**config.mk**
```make
export PLATFORM = sky130hd
export DESIGN_NAME = fetch_unit
export DESIGN_NICKNAME = d
export VERILOG_FILES = /design/src/rtl/riscv_pkg.sv /design/src/rtl/fetch_fifo.sv /design/src/rtl/fetch_unit.sv
export SDC_FILE = /design/constraint.sdc
export NUM_CORES = 1
export LEC_CHECK = 0
export ABC_AREA = 1
export BUFFER_PORTS_ARGS = -buffer_cell sky130_fd_sc_hd__buf_2
export CORE_AREA = 2 2 126 128
export DETAILED_ROUTE_END_ITERATION = 10
export DIE_AREA = 0 0 128 130
export PLACE_DENSITY_LB_ADDON = 0.15
export SETUP_SLACK_MARGIN = 0.1
export SLEW_MARGIN = 20
export SYNTH_ARGS = -nofsm -noshare
export SYNTH_HDL_FRONTEND = slang
export SYNTH_HIERARCHICAL = 1
export SYNTH_SLANG_ARGS = --single-unit
export TNS_END_PERCENT = 5
```
**constraint.sdc**
```tcl
create_clock -name clk -period 19.48 [get_ports clk]
set_input_delay 1.948 -clock clk [delete_from_list [all_inputs] [get_ports clk]]
set_output_delay 1.948 -clock clk [all_outputs]
set_load 0.02 [all_outputs]
```
**src/rtl/riscv_pkg.sv**
```systemverilog
// Shared types and constants for the instruction fetch front end.
package riscv_pkg;

    typedef enum logic [1:0] {
        ST_BOOT  = 2'd0,
        ST_FETCH = 2'd1,
        ST_FLUSH = 2'd2
    } fetch_state_e;

    localparam logic [31:0] NOP_INSTR        = 32'h0000_0013;
    localparam logic [31:0] DEFAULT_RESET_PC = 32'h0000_0000;

endpackage

```
**src/rtl/fetch_fifo.sv**
```systemverilog
// Small circular buffer of {pc, instr} entries with synchronous flush.
module fetch_fifo #(
    parameter int DEPTH = 2,
    parameter int WIDTH = 64,
    parameter int CNT_W = $clog2(DEPTH + 1)
) (
    input  logic             clk,
    input  logic             rst,
    input  logic             flush,
    input  logic             push,
    input  logic [WIDTH-1:0] push_data,
    input  logic             pop,
    output logic [WIDTH-1:0] head_data,
    output logic             empty,
    output logic             full,
    output logic [CNT_W-1:0] count
);
    localparam int PTR_W = (DEPTH > 1) ? $clog2(DEPTH) : 1;

    logic [WIDTH-1:0] mem_q [DEPTH];
    logic [PTR_W-1:0] wr_ptr_q, wr_ptr_d;
    logic [PTR_W-1:0] rd_ptr_q, rd_ptr_d;
    logic [CNT_W-1:0] count_q, count_d;
    logic             push_ok, pop_ok;

    function automatic logic [PTR_W-1:0] ptr_inc(input logic [PTR_W-1:0] ptr);
        return (ptr == PTR_W'(DEPTH - 1)) ? '0 : ptr + PTR_W'(1);
    endfunction

    assign empty     = (count_q == '0);
    assign full      = (count_q == CNT_W'(DEPTH));
    assign count     = count_q;
    assign head_data = mem_q[rd_ptr_q];
    assign pop_ok    = pop && !empty;
    // A pop frees the head slot, so a push into a full buffer is fine that cycle.
    assign push_ok   = push && (!full || pop_ok);

    always_comb begin
        wr_ptr_d = push_ok ? ptr_inc(wr_ptr_q) : wr_ptr_q;
        rd_ptr_d = pop_ok ? ptr_inc(rd_ptr_q) : rd_ptr_q;
        count_d  = count_q + CNT_W'(push_ok) - CNT_W'(pop_ok);
        if (flush) begin
            wr_ptr_d = '0;
            rd_ptr_d = '0;
            count_d  = '0;
        end
    end

    always_ff @(posedge clk) begin
        if (rst) begin
            wr_ptr_q <= '0;
            rd_ptr_q <= '0;
            count_q  <= '0;
        end else begin
            wr_ptr_q <= wr_ptr_d;
            rd_ptr_q <= rd_ptr_d;
            count_q  <= count_d;
        end
    end

    always_ff @(posedge clk) begin
        if (push_ok && !flush) begin
            mem_q[wr_ptr_q] <= push_data;
        end
    end

endmodule

```
**src/rtl/fetch_unit.sv**
```systemverilog
// Instruction fetch: issues word requests, buffers in-order responses for decode,
// and discards in-flight responses after a redirect.
module fetch_unit
    import riscv_pkg::*;
#(
    parameter logic [31:0] RESET_PC = DEFAULT_RESET_PC,
    parameter int          DEPTH    = 2
) (
    input  logic        clk,
    input  logic        rst,
    output logic        imem_req_valid,
    output logic [31:0] imem_req_addr,
    input  logic        imem_req_ready,
    input  logic        imem_rsp_valid,
    input  logic [31:0] imem_rsp_data,
    input  logic        redirect_valid,
    input  logic [31:0] redirect_pc,
    output logic        out_valid,
    input  logic        out_ready,
    output logic [31:0] out_instr,
    output logic [31:0] out_pc
);
    localparam int CNT_W = $clog2(DEPTH + 1);

    fetch_state_e     state_q, state_d;
    logic [31:0]      pc_q, pc_d;
    logic [CNT_W-1:0] outstanding_q, outstanding_d;
    logic [CNT_W-1:0] drop_q, drop_d;
    logic [CNT_W-1:0] buf_count;
    logic [CNT_W:0]   occupancy;
    logic [CNT_W-1:0] remaining;
    logic [63:0]      buf_head;
    logic [31:0]      rsp_pc;
    logic             buf_empty, buf_full;
    logic             req_fire, rsp_dec, push, pop, flush;

    assign occupancy = {1'b0, outstanding_q} + {1'b0, buf_count};
    assign req_fire  = imem_req_valid && imem_req_ready;
    assign rsp_dec   = imem_rsp_valid && (outstanding_q != '0);
    assign remaining = outstanding_q - CNT_W'(rsp_dec);
    assign pop       = out_valid && out_ready;
    // Responses return in order, so the oldest in-flight request sits outstanding words behind pc_q.
    assign rsp_pc    = pc_q - {{(30 - CNT_W){1'b0}}, outstanding_q, 2'b00};

    always_ff @(posedge clk) begin
        if (rst) begin
            state_q <= ST_BOOT;
        end else begin
            state_q <= state_d;
        end
    end

    always_comb begin
        state_d = state_q;
        drop_d  = drop_q;
        if (redirect_valid) begin
            drop_d  = remaining;
            state_d = (remaining != '0) ? ST_FLUSH : ST_FETCH;
        end else begin
            case (state_q)
                ST_BOOT:  state_d = ST_FETCH;
                ST_FETCH: state_d = ST_FETCH;
                ST_FLUSH: begin
                    if (imem_rsp_valid && (drop_q != '0)) begin
                        drop_d = drop_q - CNT_W'(1);
                    end
                    if (drop_d == '0) begin
                        state_d = ST_FETCH;
                    end
                end
                default:  state_d = ST_BOOT;
            endcase
        end
    end

    always_comb begin
        imem_req_valid = (state_q == ST_FETCH) && !redirect_valid
                         && (occupancy < (CNT_W + 1)'(DEPTH));
        push           = (state_q == ST_FETCH) && imem_rsp_valid && !redirect_valid;
        flush          = redirect_valid;
    end

    always_comb begin
        pc_d = pc_q;
        if (redirect_valid) begin
            pc_d = redirect_pc & ~32'h0000_0003;
        end else if (req_fire) begin
            pc_d = pc_q + 32'd4;
        end
        outstanding_d = outstanding_q + CNT_W'(req_fire) - CNT_W'(rsp_dec);
    end

    always_ff @(posedge clk) begin
        if (rst) begin
            pc_q          <= RESET_PC;
            outstanding_q <= '0;
            drop_q        <= '0;
        end else begin
            pc_q          <= pc_d;
            outstanding_q <= outstanding_d;
            drop_q        <= drop_d;
        end
    end

    fetch_fifo #(
        .DEPTH (DEPTH),
        .WIDTH (64),
        .CNT_W (CNT_W)
    ) u_fifo (
        .clk       (clk),
        .rst       (rst),
        .flush     (flush),
        .push      (push),
        .push_data ({rsp_pc, imem_rsp_data}),
        .pop       (pop),
        .head_data (buf_head),
        .empty     (buf_empty),
        .full      (buf_full),
        .count     (buf_count)
    );

    assign imem_req_addr = pc_q;
    assign out_valid     = !buf_empty;
    assign out_instr     = out_valid ? buf_head[31:0] : NOP_INSTR;
    assign out_pc        = out_valid ? buf_head[63:32] : 32'h0;

    a_no_push_when_full: assert property (@(posedge clk) disable iff (rst) !(push && buf_full));

endmodule

```
======== Word level (Yosys, flattened, before mapping) ========
Memory sizes are Yosys's and may differ from the RTL's. A register that Yosys moved wholly into a read port is not among the register bits.
Cells that the tools add are included.
storage, ports and cells
  memories ................................ 1
  input bits .............................. 70
  output and inout port bits .............. 98
  word-level logic and storage cells ...... 69
  flip-flop bits (word level) ............. 42
  bits in writable memories ............... 128
memories
  memory        depth  bits a word  rd ports  clocked after memory_dff  write ports  RTL line          source
  u_fifo.mem_q  2      64           1         1                         1            fetch_fifo.sv:20  logic [WIDTH-1:0] mem_q [DEPTH];
cells by class
  equal/unequal tests ..................... 4
  muxes and demuxes ....................... 19
  magnitude comparators ................... 1
  reduce and logical (&&, ||, !) cells .... 25
  add/subtract/negate cells ............... 11
operators by type and width
  operator               count
  $mux 32                4
  $add 32x3->32 const B  1
  $sub 32x4->32          1
  $mux 2                 8
  $logic_and 1x1->1      11
  $reduce_bool 2->1      5
  $logic_not 2->1        3
  $mux 1                 6
  $sub 2x1->2            3
  $add 2x1->2            2
  $eq 2x2->1 const B     2
  $pmux 2 s2             1
  $reduce_or 2->1        2
  $add 2x2->3            1
  $logic_not 1->1        3
  $lt 3x2->1 const B     1
  $ne 3x3->1 const B     1
  $add 1x1->1 const B    2
  $eq 2x1->1 const B     1
  $sub 2x1->2 const B    1
  $logic_or 1x1->1       1

======== Logic depth before layout (Yosys ltp) ========
Gate-level depths: netlist of the first run.
  depth in word-level cells ............... 9
  mapped depth ............................ 17
  mapped depth without buffers ............ 16

======== Hierarchy ========
The synthesis of the first run kept the hierarchy.
by module, submodules not included
  module      seq. area each (sq um)  cells an instance  times used  area an instance (sq um)
  fetch_fifo  3943.8                  240                1           5180.0
  fetch_unit  720.7                   699                1           3883.7

======== Worst setup path after synthesis of the first run ========
No wires, ideal clock.
  kind .................................... input port to flip-flop
  from .................................... input port redirect_valid
  to ...................................... memory u_fifo.mem_q[0][0] (enable)
  data arrival time ....................... 7.163 ns
  cell stages on the path ................. 5
  buffers on the path ..................... 2
  library setup time ...................... 0.565 ns
  slack ................................... 11.752 ns
  required time ........................... 18.915 ns
  path through ............................ buf_2 buf_1 nor4_1 nand2_1 nor3_1
between the ends
  cells in the longest elaborated chain, start to end .. 6
RTL lines
  element                       RTL line          source
  start, declared               fetch_unit.sv:16  input logic redirect_valid,
  $logic_not 1->1               fetch_unit.sv:79  push = (state_q == ST_FETCH) && imem_rsp_valid && !redirect_valid;
  $logic_and 1x1->1             fetch_unit.sv:79
  via push                      fetch_unit.sv:35  logic req_fire, rsp_dec, push, pop, flush;
  $logic_and 1x1->1             fetch_fifo.sv:36  assign push_ok = push && (!full || pop_ok);
  $logic_and 1x1->1             fetch_fifo.sv:62  if (push_ok && !flush) begin
  $mux 1                        fetch_fifo.sv:62
  $mux 1 (implied by the code)  fetch_fifo.sv:63  mem_q[wr_ptr_q] <= push_data;
  end, declared                 fetch_fifo.sv:20
The timed path passes the listed nets, and every way through them passes these cells.

======== Worst setup path after layout of the first run ========
  from .................................... input port redirect_valid
  to ...................................... output port imem_req_valid
between the ends
  cells in the longest elaborated chain, start to end .. 3
RTL lines
  element            RTL line          source
  $logic_not 1->1    fetch_unit.sv:77  imem_req_valid = (state_q == ST_FETCH) && !redirect_valid
  $logic_and 1x1->1  fetch_unit.sv:77
  $logic_and 1x1->1  fetch_unit.sv:78  && (occupancy < (CNT_W + 1)'(DEPTH));
  end, declared      fetch_unit.sv:11  output logic imem_req_valid,
Every way passes these cells.

==> results of run 1 <==
stage by stage:
| step | util | worst slack, ps | total power, mW | cell area (um^2) |
|---|---|---|---|---|
| 2_1_floorplan | - | 11750 | 0.543 | 9080 |
| 3_3_place_gp | 0.643 | 14680 | 0.580 | 9910 |
| 3_5_place_dp | 0.643 | 14650 | 0.585 | 9910 |
| 4_1_cts | 0.684 | 14650 | 0.946 | 10500 |
| 5_1_grt | 0.684 | 14560 | 0.978 | 10500 |
| 6_report | 0.684 | 14650 | 0.938 | 10500 |
sequential cells by signal, summed over array words and instances (netlist names), named ones only:
register         flops
state_q              2
imem_req_addr       30
u_fifo/wr_ptr_q      1
drop_q               2
u_fifo/count         2
outstanding_q        2
u_fifo/rd_ptr_q      1
u_fifo/mem_q       128
layout make-up:
| cell class | instances | area [um^2] |
|---|---|---|
| multi-input cells | 593 | 3600 |
| fillers | 1280 | 4880 |
| repair buffers | 167 | 846 |
| flip-flops and latches | 169 | 4670 |
| clock buffers | 19 | 433 |
| clock inverters | 13 | 201 |
| inverters | 147 | 553 |
| well taps | 192 | 240 |
routing by layer:
metal / track usage / routed length (um)
met5: 0 / 0
met4: 0.0937 / 444
met3: 0.0349 / 1090
met2: 0.380 / 8960
met1: 0.300 / 8540
final timing paths:
| kind | from | endpoint | slack (ps) | cells past startpoint |
|---|---|---|---|---|
| setup / recovery | redirect_valid | imem_req_valid | 14650 | 5 |
| hold / removal | drop_q[0]$_SDFFE_PP0P_ | drop_q[0]$_SDFFE_PP0P_ | 500 | 2 |
| setup reg to reg | u_fifo/count[1]$_SDFF_PP0_ | u_fifo/mem_q[1][31]$_DFFE_PP_ | 16860 | 8 |
| hold reg to reg | drop_q[0]$_SDFFE_PP0P_ | drop_q[0]$_SDFFE_PP0P_ | 500 | 2 |
where the power goes:
group	leakage, nW	switching (mW)	internal [mW]	total (mW)
clock	0.294	0.134	0.226	0.360
combinational	2.88	0.0968	0.0511	0.148
sequential	1.50	0.0170	0.413	0.430
critical path: stages:
cell and delay [ps]:
sky130_fd_sc_hd__buf_2 510, sky130_fd_sc_hd__nor2_2 130, sky130_fd_sc_hd__nand3_1 100, sky130_fd_sc_hd__inv_1 40, sky130_fd_sc_hd__buf_2 140
==> impl_metrics.csv, run 1 <==
group,metric,value,unit
outcome,status,"completed",
die,dieArea,16600,um^2
sta,fmaxAchievable,207,MHz
die,core-area,15400,um^2
grt,initial_antenna_violation_count,0,
worst_setup_path,worst_ep_arrival_time,2880,ps
cts,cts.clk_slew.worst_paths,60,ps
sta,timing_hold_violations_final,0,
routing,routedWlPerCell,14.6,um
sta,setup_viol,0,
routing,final_routed_wirelength,19000,um
placement,dpl.cell_count,1268,
grt,grt_pass1_vias,5989,
sta,timing_worst_slew_pin_value,901,ps
hold_path,holdCritPathClass,"reg2reg",
sta,final.min_clock_period,4830,ps
die,ioPinCount,168,
finish,antennaDiodeCount,0,
cts,cts_resized,0,
sta,timing.hold.ws,500,ps
finish,stdcell_count,1300,
sta,setup_repair_after_global_routing_missed_its_margin,"false",
cts,ctsLongestPathBuffers,2,
cts,cts_stage_hold_buffer_count,0,
flow_run,drv_cap,0,
worst_setup_path,crit_required,17530,ps
cts,cts.repair_timing.setup_buffer_count,0,
logic_synthesis,synthesis.area,9060,um^2
grt,gr-total-overflow,0,
finish,design.final.nets,1175,
logic_synthesis,synthesized_instance_count,938,
cts,htree_num_levels,4,
routing,routed_via_density,5.08,
die,row_count,46,
cts,cts_inserted_buffers,17,
die,initial_utilization,0.587,
placement,place_congestion,0.959,
sta,worst_clock_skew,8.54,ps
worst_setup_path,worst-path-max-fanout,34,
routing,antenna_left,0,
routing,detail_route.drc_violations,0,
grt,grt_start_max_net_pins,69,
routing,drt_pre_antenna_iters,5,
worst_setup_path,timing.setup.critical_path_class,"in2out",
worst_setup_path,timing.critical_path.to_type,"output pin",
finish,final_cell_mix,"sky130_fd_sc_hd__buf_2, sky130_fd_sc_hd__nand2_1, sky130_fd_sc_hd__inv_1, sky130_fd_sc_hd__nor2_1, sky130_fd_sc_hd__edfxtp_1",
placement,hpwl,13200,um
cts,clockRootBuffer,"sky130_fd_sc_hd__clkbuf_16",
power_and_ir_drop,power.static_leakage,4.68,nW
grt,grt_util_all_layers,0.228,
logic_synthesis,syn_area_per_cell,9.66,um^2
cts,cts_tree,"built",
sta,final_min_period_over_clock_period,0.248,
routing,vias,6609,
die,die_h,130,um
cts,worstSkewPairLatency,420,ps
grt,grt_pass1_wl,29300,um
sta,final.setup.tns,0,ps
finish,syn2layout_area_growth,16.4,%
power_and_ir_drop,power.density_cell_area,88.9,nW/um^2
finish,mostFrequentLayoutCell,"sky130_fd_sc_hd__buf_2",
logic_synthesis,yosys_warnings,6,
sta,relSlewSlack,0.399,
placement,numPortBuffers,163,
routing,drt_iter0_markers,374,
power_and_ir_drop,vdd_ir_max,60.0,uV
sta,slew_violations,0,
finish,layout-drive-gt1-share,0.275,
die,die-width,128,um
worst_setup_path,cp-start-kind,"input pin",
cts,clkSinkCount,169,
No activity file was read; power rests on OpenSTA's default activity.
==> run 2, diff against run 1 <==
- CORE_AREA: 2 2 126 128 -> 2 2 131 133
- DIE_AREA: 0 0 128 130 -> 0 0 133 135
- clock period: 19.48 -> 4.55 ns (I/O delays scaled with it)
==> impl_metrics.csv, run 2 (same netlist as run 1, synthesis figures left out) <==
group,metric,value,unit
die,dieArea,18000,um^2
sta,setup_repair_after_global_routing_missed_its_margin,"false",
finish,final_cell_mix,"sky130_fd_sc_hd__buf_2, sky130_fd_sc_hd__nand2_1, sky130_fd_sc_hd__inv_1, sky130_fd_sc_hd__nor2_1, sky130_fd_sc_hd__edfxtp_1",
worst_setup_path,critPathCapture,"out_instr[5]",
worst_setup_path,timing.setup.critical_path_class,"reg2out",
sta,timing_worst_slew_pin_value,1030,ps
worst_setup_path,startpoint_of_the_worst_slack_reg_to_reg_timing_path,"u_fifo/count[0]$_SDFF_PP0_",
finish,mostFrequentLayoutCell,"sky130_fd_sc_hd__buf_2",
placement,place_congestion,0.925,
worst_setup_path,worst_ep_arrival_time,2410,ps
die,row_count,47,
routing,routedWlPerCell,13.9,um
finish,layout-drive-gt1-share,0.277,
flow_run,drv_cap,0,
finish,top_register_by_number_of_flip_flops,"u_fifo/mem_q",
worst_setup_path,r2r_depth,9,
hold_path,holdCritPathClass,"in2reg",
cts,worstSkewPairLatency,420,ps
worst_setup_path,rrSetupSlack,1910,ps
finish,antennaDiodeCount,0,
cts,cts.clk_slew.worst_paths,60,ps
worst_setup_path,cp-start-kind,"flop",
grt,grt_util_all_layers,0.210,
worst_setup_path,timing.critical_path.to_type,"output pin",
hold_path,min_path_cells,1,
worst_setup_path,worst_path_max_delay_cell,"sky130_fd_sc_hd__dfxtp_4",
sta,timing_hold_violations_final,0,
routing,wl_met2,8750,um
routing,vias,6588,
placement,dpl.cell_count,1296,
routing,drt_pre_antenna_iters,8,
routing,highest-signal-layer,"met4",
routing,routed_via_density,4.96,
grt,grt_pass1_wl,29400,um
worst_setup_path,regToRegEndpoint,"imem_req_addr[13]$_SDFFE_PP0P_",
worst_setup_path,critical_path.cell_chain,"buf_4 > mux2_4 > inv_1 > nor2_1 > buf_2",
sta,relSlewSlack,0.314,
grt,grt_start_max_net_pins,68,
grt,grt_pass1_vias,6146,
placement,hpwl,13000,um
cts,cts_stage_hold_buffer_count,0,
cts,cts_resized,0,
routing,wl_met3,983,um
die,initial_utilization,0.552,
power_and_ir_drop,power.density_cell_area,365,nW/um^2
placement,numPortBuffers,163,
sta,final.setup.tns,0,ps
worst_setup_path,crit_required,4090,ps
cts,cts_inserted_buffers,17,
finish,stdcell_count,1328,
cts,clockRootBuffer,"sky130_fd_sc_hd__clkbuf_16",
sta,fmaxAchievable,349,MHz
grt,initial_antenna_violation_count,0,
die,die_h,135,um
worst_setup_path,cpPeakStageDelay,1020,ps
cts,cts_tree,"built",
grt,gr-total-overflow,0,
sta,worst_clock_skew,12.4,ps
outcome,status,"completed",
cts,ctsLongestPathBuffers,2,
sta,slew_violations,0,
sta,final.min_clock_period,2870,ps
routing,antenna_left,0,
sta,final_min_period_over_clock_period,0.630,
die,ioPinCount,168,
routing,detail_route.drc_violations,0,
finish,design.final.nets,1175,
worst_setup_path,worst-path-max-fanout,55,
cts,cts.repair_timing.setup_buffer_count,0,
die,die-width,133,um
cts,clkSinkCount,169,
finish,largest_register_ff_count,128,
routing,detailed_route_wire_length_on_metal_1,8420,um
finish,syn2layout_area_growth,16.1,%
cts,htree_num_levels,4,
die,core-area,16400,um^2
sta,setup_viol,0,
routing,drt_iter0_markers,328,
routing,final_routed_wirelength,18500,um
power_and_ir_drop,power.static_leakage,4.66,nW
power_and_ir_drop,vdd_ir_max,279,uV
[run 2: cell types whose count changed in the layout (fill, tap and decap cells not counted)]
cell and delta:
sky130_fd_sc_hd__clkinvlp_4 -3, sky130_fd_sc_hd__inv_8 +1, sky130_fd_sc_hd__clkinv_2 +1, sky130_fd_sc_hd__nor3_4 +1
sky130_fd_sc_hd__bufinv_16 -4, sky130_fd_sc_hd__inv_6 +7, sky130_fd_sc_hd__nor3_2 -1, sky130_fd_sc_hd__clkbuf_1 -2
[run 2: routing by layer]
layer,track usage,vias up
li1,-,3334
met1,0.273,3004
met2,0.352,217
met3,0.0360,33
met4,0.0806,0
met5,0,-
[run 2: critical path: cells and delay by family, from the launching register on]
| family | cells | cell delay (ps) |
|---|---|---|
| muxes | 1 | 320 |
| and+or+nand+nor | 1 | 30 |
| buffers and inverters | 3 | 600 |
| DFF | 1 | 1020 |
[run 2: how the worst min path moves through the flow]
stage,start,end,slack (ps)
after global routing,imem_rsp_data[11],u_fifo/mem_q[1][11]$_DFFE_PP_,200
final,imem_rsp_data[10],u_fifo/mem_q[0][10]$_DFFE_PP_,220
after detailed placement,drop_q[0]$_SDFFE_PP0P_,drop_q[0]$_SDFFE_PP0P_,490
after floorplan,u_fifo/rd_ptr_q$_SDFFE_PP0N_,flop,470
after CTS,imem_rsp_data[2],u_fifo/mem_q[1][2]$_DFFE_PP_,200
after global placement,u_fifo/rd_ptr_q$_SDFFE_PP0N_,u_fifo/rd_ptr_q$_SDFFE_PP0N_,480
[run 2: where the power goes]
part	leakage, nW	switching, mW	internal [mW]
combinational	2.88	0.413	0.219
clock	0.277	0.604	0.764
sequential	1.50	0.0728	1.77
[run 2: metrics by stage]
stage / utilization / instance area (um^2) / total power, mW / setup WS (ps) / hold slack (ps)
5_1_grt: 0.641 / 10500 / 4.01 / 1520 / 204
6_report: 0.641 / 10500 / 3.84 / 1680 / 219
2_1_floorplan: - / 9080 / 2.32 / 30.1 / 467
3_3_place_gp: 0.607 / 9950 / 2.49 / 1740 / 480
4_1_cts: 0.641 / 10500 / 3.87 / 1630 / 204
3_5_place_dp: 0.607 / 9950 / 2.50 / 1710 / 488
[run 2: cell type report]
cell class,count,area (um^2)
repair buffers,167,846
flip-flops and latches,169,4670
fillers,1384,5890
inverters,147,553
well taps,220,275
multi-input cells,593,3610
clock inverters,15,136
clock buffers,17,425
==> run 3, diff against run 2 <==
- ABC_AREA: 1 -> 0
- clock period: 4.55 -> 2.5 ns (I/O delays scaled with it)
==> impl_metrics.csv, run 3 <==
group,metric,value,unit
sta,setup_viol,7,
cts,worstSkewPairLatency,430,ps
cts,cts.clk_slew.worst_paths,60,ps
finish,finalCoreUtilization,0.625,
worst_setup_path,r2r_depth,9,
sta,final.min_clock_period,2620,ps
worst_setup_path,worstSetupStartpoint,"outstanding_q[0]$_SDFF_PP0_",
worst_setup_path,timing.critical_path.to_type,"flop",
sta,relSlewSlack,0.519,
sta,worst_clock_skew,8.50,ps
die,ioPinCount,168,
cts,clockRootBuffer,"sky130_fd_sc_hd__clkbuf_16",
grt,grt_pass1_wl,30300,um
routing,highest-signal-layer,"met4",
worst_setup_path,timing.setup.critical_path_class,"reg2reg",
placement,place_congestion,0.944,
finish,mostFrequentLayoutCell,"sky130_fd_sc_hd__buf_2",
sta,fmaxAchievable,382,MHz
routing,final_routed_wirelength,19100,um
finish,filler_cell_count,1296,
sta,final_min_period_over_clock_period,1.05,
sta,timing_worst_slew_pin_value,721,ps
power_and_ir_drop,power.density_cell_area,662,nW/um^2
cts,htree_num_levels,4,
hold_path,worstHoldStart,"imem_rsp_data[10]",
finish,layout-drive-gt1-share,0.391,
worst_setup_path,worst_ep_arrival_time,2920,ps
finish,syn2layout_area_growth,26.1,%
finish,largest_register_ff_count,128,
grt,grt_start_max_net_pins,66,
worst_setup_path,worst-path-max-fanout,4,
flow_run,drv_cap,0,
power_and_ir_drop,power.static_leakage,4.01,nW
routing,drt_pre_antenna_iters,5,
outcome,status,"finished, violations left",
logic_synthesis,syn_area_per_cell,11.9,um^2
die,core-area,16400,um^2
cts,ctsLongestPathBuffers,2,
logic_synthesis,yosys_warnings,6,
routing,routedWlPerCell,17.4,um
die,row_count,47,
cts,cts_tree,"built",
finish,final-seq-area,4670,um^2
routing,detail_route.drc_violations,0,
sta,timing_hold_violations_final,0,
worst_setup_path,critPathCapture,"imem_req_addr[29]$_SDFFE_PP0P_",
logic_synthesis,synthesized_instance_count,686,
routing,antenna_left,0,
logic_synthesis,synthesis.area,8130,um^2
routing,detailed_route_wire_length_on_metal_1,8480,um
worst_setup_path,startpoint_of_the_worst_slack_reg_to_reg_timing_path,"outstanding_q[0]$_SDFF_PP0_",
worst_setup_path,rrSetupSlack,-120,ps
die,initial_utilization,0.496,
grt,initial_antenna_violation_count,0,
worst_setup_path,cp-start-kind,"flop",
routing,routed_via_density,5.44,
finish,design.final.nets,946,
die,dieArea,18000,um^2
routing,wl_met2,9200,um
die,die-width,133,um
placement,numPortBuffers,163,
finish,antennaDiodeCount,0,
finish,top_register_by_number_of_flip_flops,"u_fifo/mem_q",
sta,slew_violations,0,
outcome,violations,"negative setup slack",
placement,dpl_cell_area,9410,um^2
sta,timing.hold.ws,16.6,ps
sta,setup_slack,-120,ps
hold_path,holdCritPathClass,"in2reg",
finish,final_cell_mix,"sky130_fd_sc_hd__buf_2, sky130_fd_sc_hd__edfxtp_1, sky130_fd_sc_hd__nor2b_1, sky130_fd_sc_hd__mux2_2, sky130_fd_sc_hd__dfxtp_1",
grt,grt_util_all_layers,0.216,
grt,gr-total-overflow,0,
grt,grt_pass1_vias,6000,
sta,final.setup.tns,-572,ps
finish,design_area,10300,um^2
placement,dp_slack,-270,ps
cts,cts_inserted_buffers,17,
cts,clkSinkCount,169,
routing,wl_met3,1130,um
finish,multi_input_combinational_cell_area,3470,um^2
die,die_h,135,um
routing,drt_iter0_markers,376,
power_and_ir_drop,vdd_ir_max,504,uV
worst_setup_path,crit_required,2800,ps
worst_setup_path,regToRegEndpoint,"imem_req_addr[29]$_SDFFE_PP0P_",
routing,vias,5975,
placement,hpwl,12900,um
sta,setup_repair_after_global_routing_missed_its_margin,"true",
run 3: through the flow:
stage / cells / power [mW]
final: 1098 / 6.79
after global routing: 1098 / 7.05
after CTS: 1096 / 6.80
after detailed placement: 1061 / 4.19
after global placement: 1061 / 4.15
after floorplan: 691 / 3.84
run 3: worst min path at each step:
| stage | to | slack [ps] | depth (start not counted) |
|---|---|---|---|
| 2_1_floorplan | flop | 330 | 1 |
| 3_3_place_gp | u_fifo/mem_q[1][28]$_DFFE_PP_ | 440 | 1 |
| 3_5_place_dp | u_fifo/mem_q[1][29]$_DFFE_PP_ | 440 | 1 |
| 4_1_cts | u_fifo/mem_q[0][0]$_DFFE_PP_ | 0.05 | 1 |
| 5_1_grt | u_fifo/mem_q[1][30]$_DFFE_PP_ | 1 | 1 |
| 6_report | u_fifo/mem_q[0][10]$_DFFE_PP_ | 20 | 1 |
run 3: final cells by class:
cell class,instances,area share
tap,220,0.0268
clock buffer,19,0.0422
clock inverter,12,0.0138
sequential,169,0.455
timing repair buffer,207,0.117
multi-input combinational,452,0.338
inverter,19,0.00720
run 3: what timing repair did:
action                                  in CTS  in global routing
resized for setup                           29                 21
hold buffers                                 4                  0
pin swaps                                   15                 13
cloned                                       0                  0
hold endpoints to repair                     8                  0
setup buffers                                0                  2
endpoints found under the setup margin      52                 79
run 3: critical path: stages, from the launching register on:
cell and delay (ps):
sky130_fd_sc_hd__dfxtp_2 320, sky130_fd_sc_hd__and2_4 150, sky130_fd_sc_hd__fa_1 480, sky130_fd_sc_hd__or4b_4 580, sky130_fd_sc_hd__nor2_8 120, sky130_fd_sc_hd__inv_4 50
sky130_fd_sc_hd__or2_1 220, sky130_fd_sc_hd__buf_4 150, sky130_fd_sc_hd__o31ai_1 300, sky130_fd_sc_hd__a311oi_2 130
run 3: power breakdown:
group	leakage (nW)	switching, mW	internal [mW]
Combinational	2.24	0.550	0.429
Sequential	1.50	0.0841	3.15
Clock	0.263	1.10	1.48
Total	4.01	1.73	5.06
run 3: per-layer routing:
layer / global-route usage / up-vias
li1: - / 2834
met1: 0.280 / 2907
met2: 0.363 / 205
met3: 0.0420 / 29
met4: 0.0753 / 0
met5: 0 / -
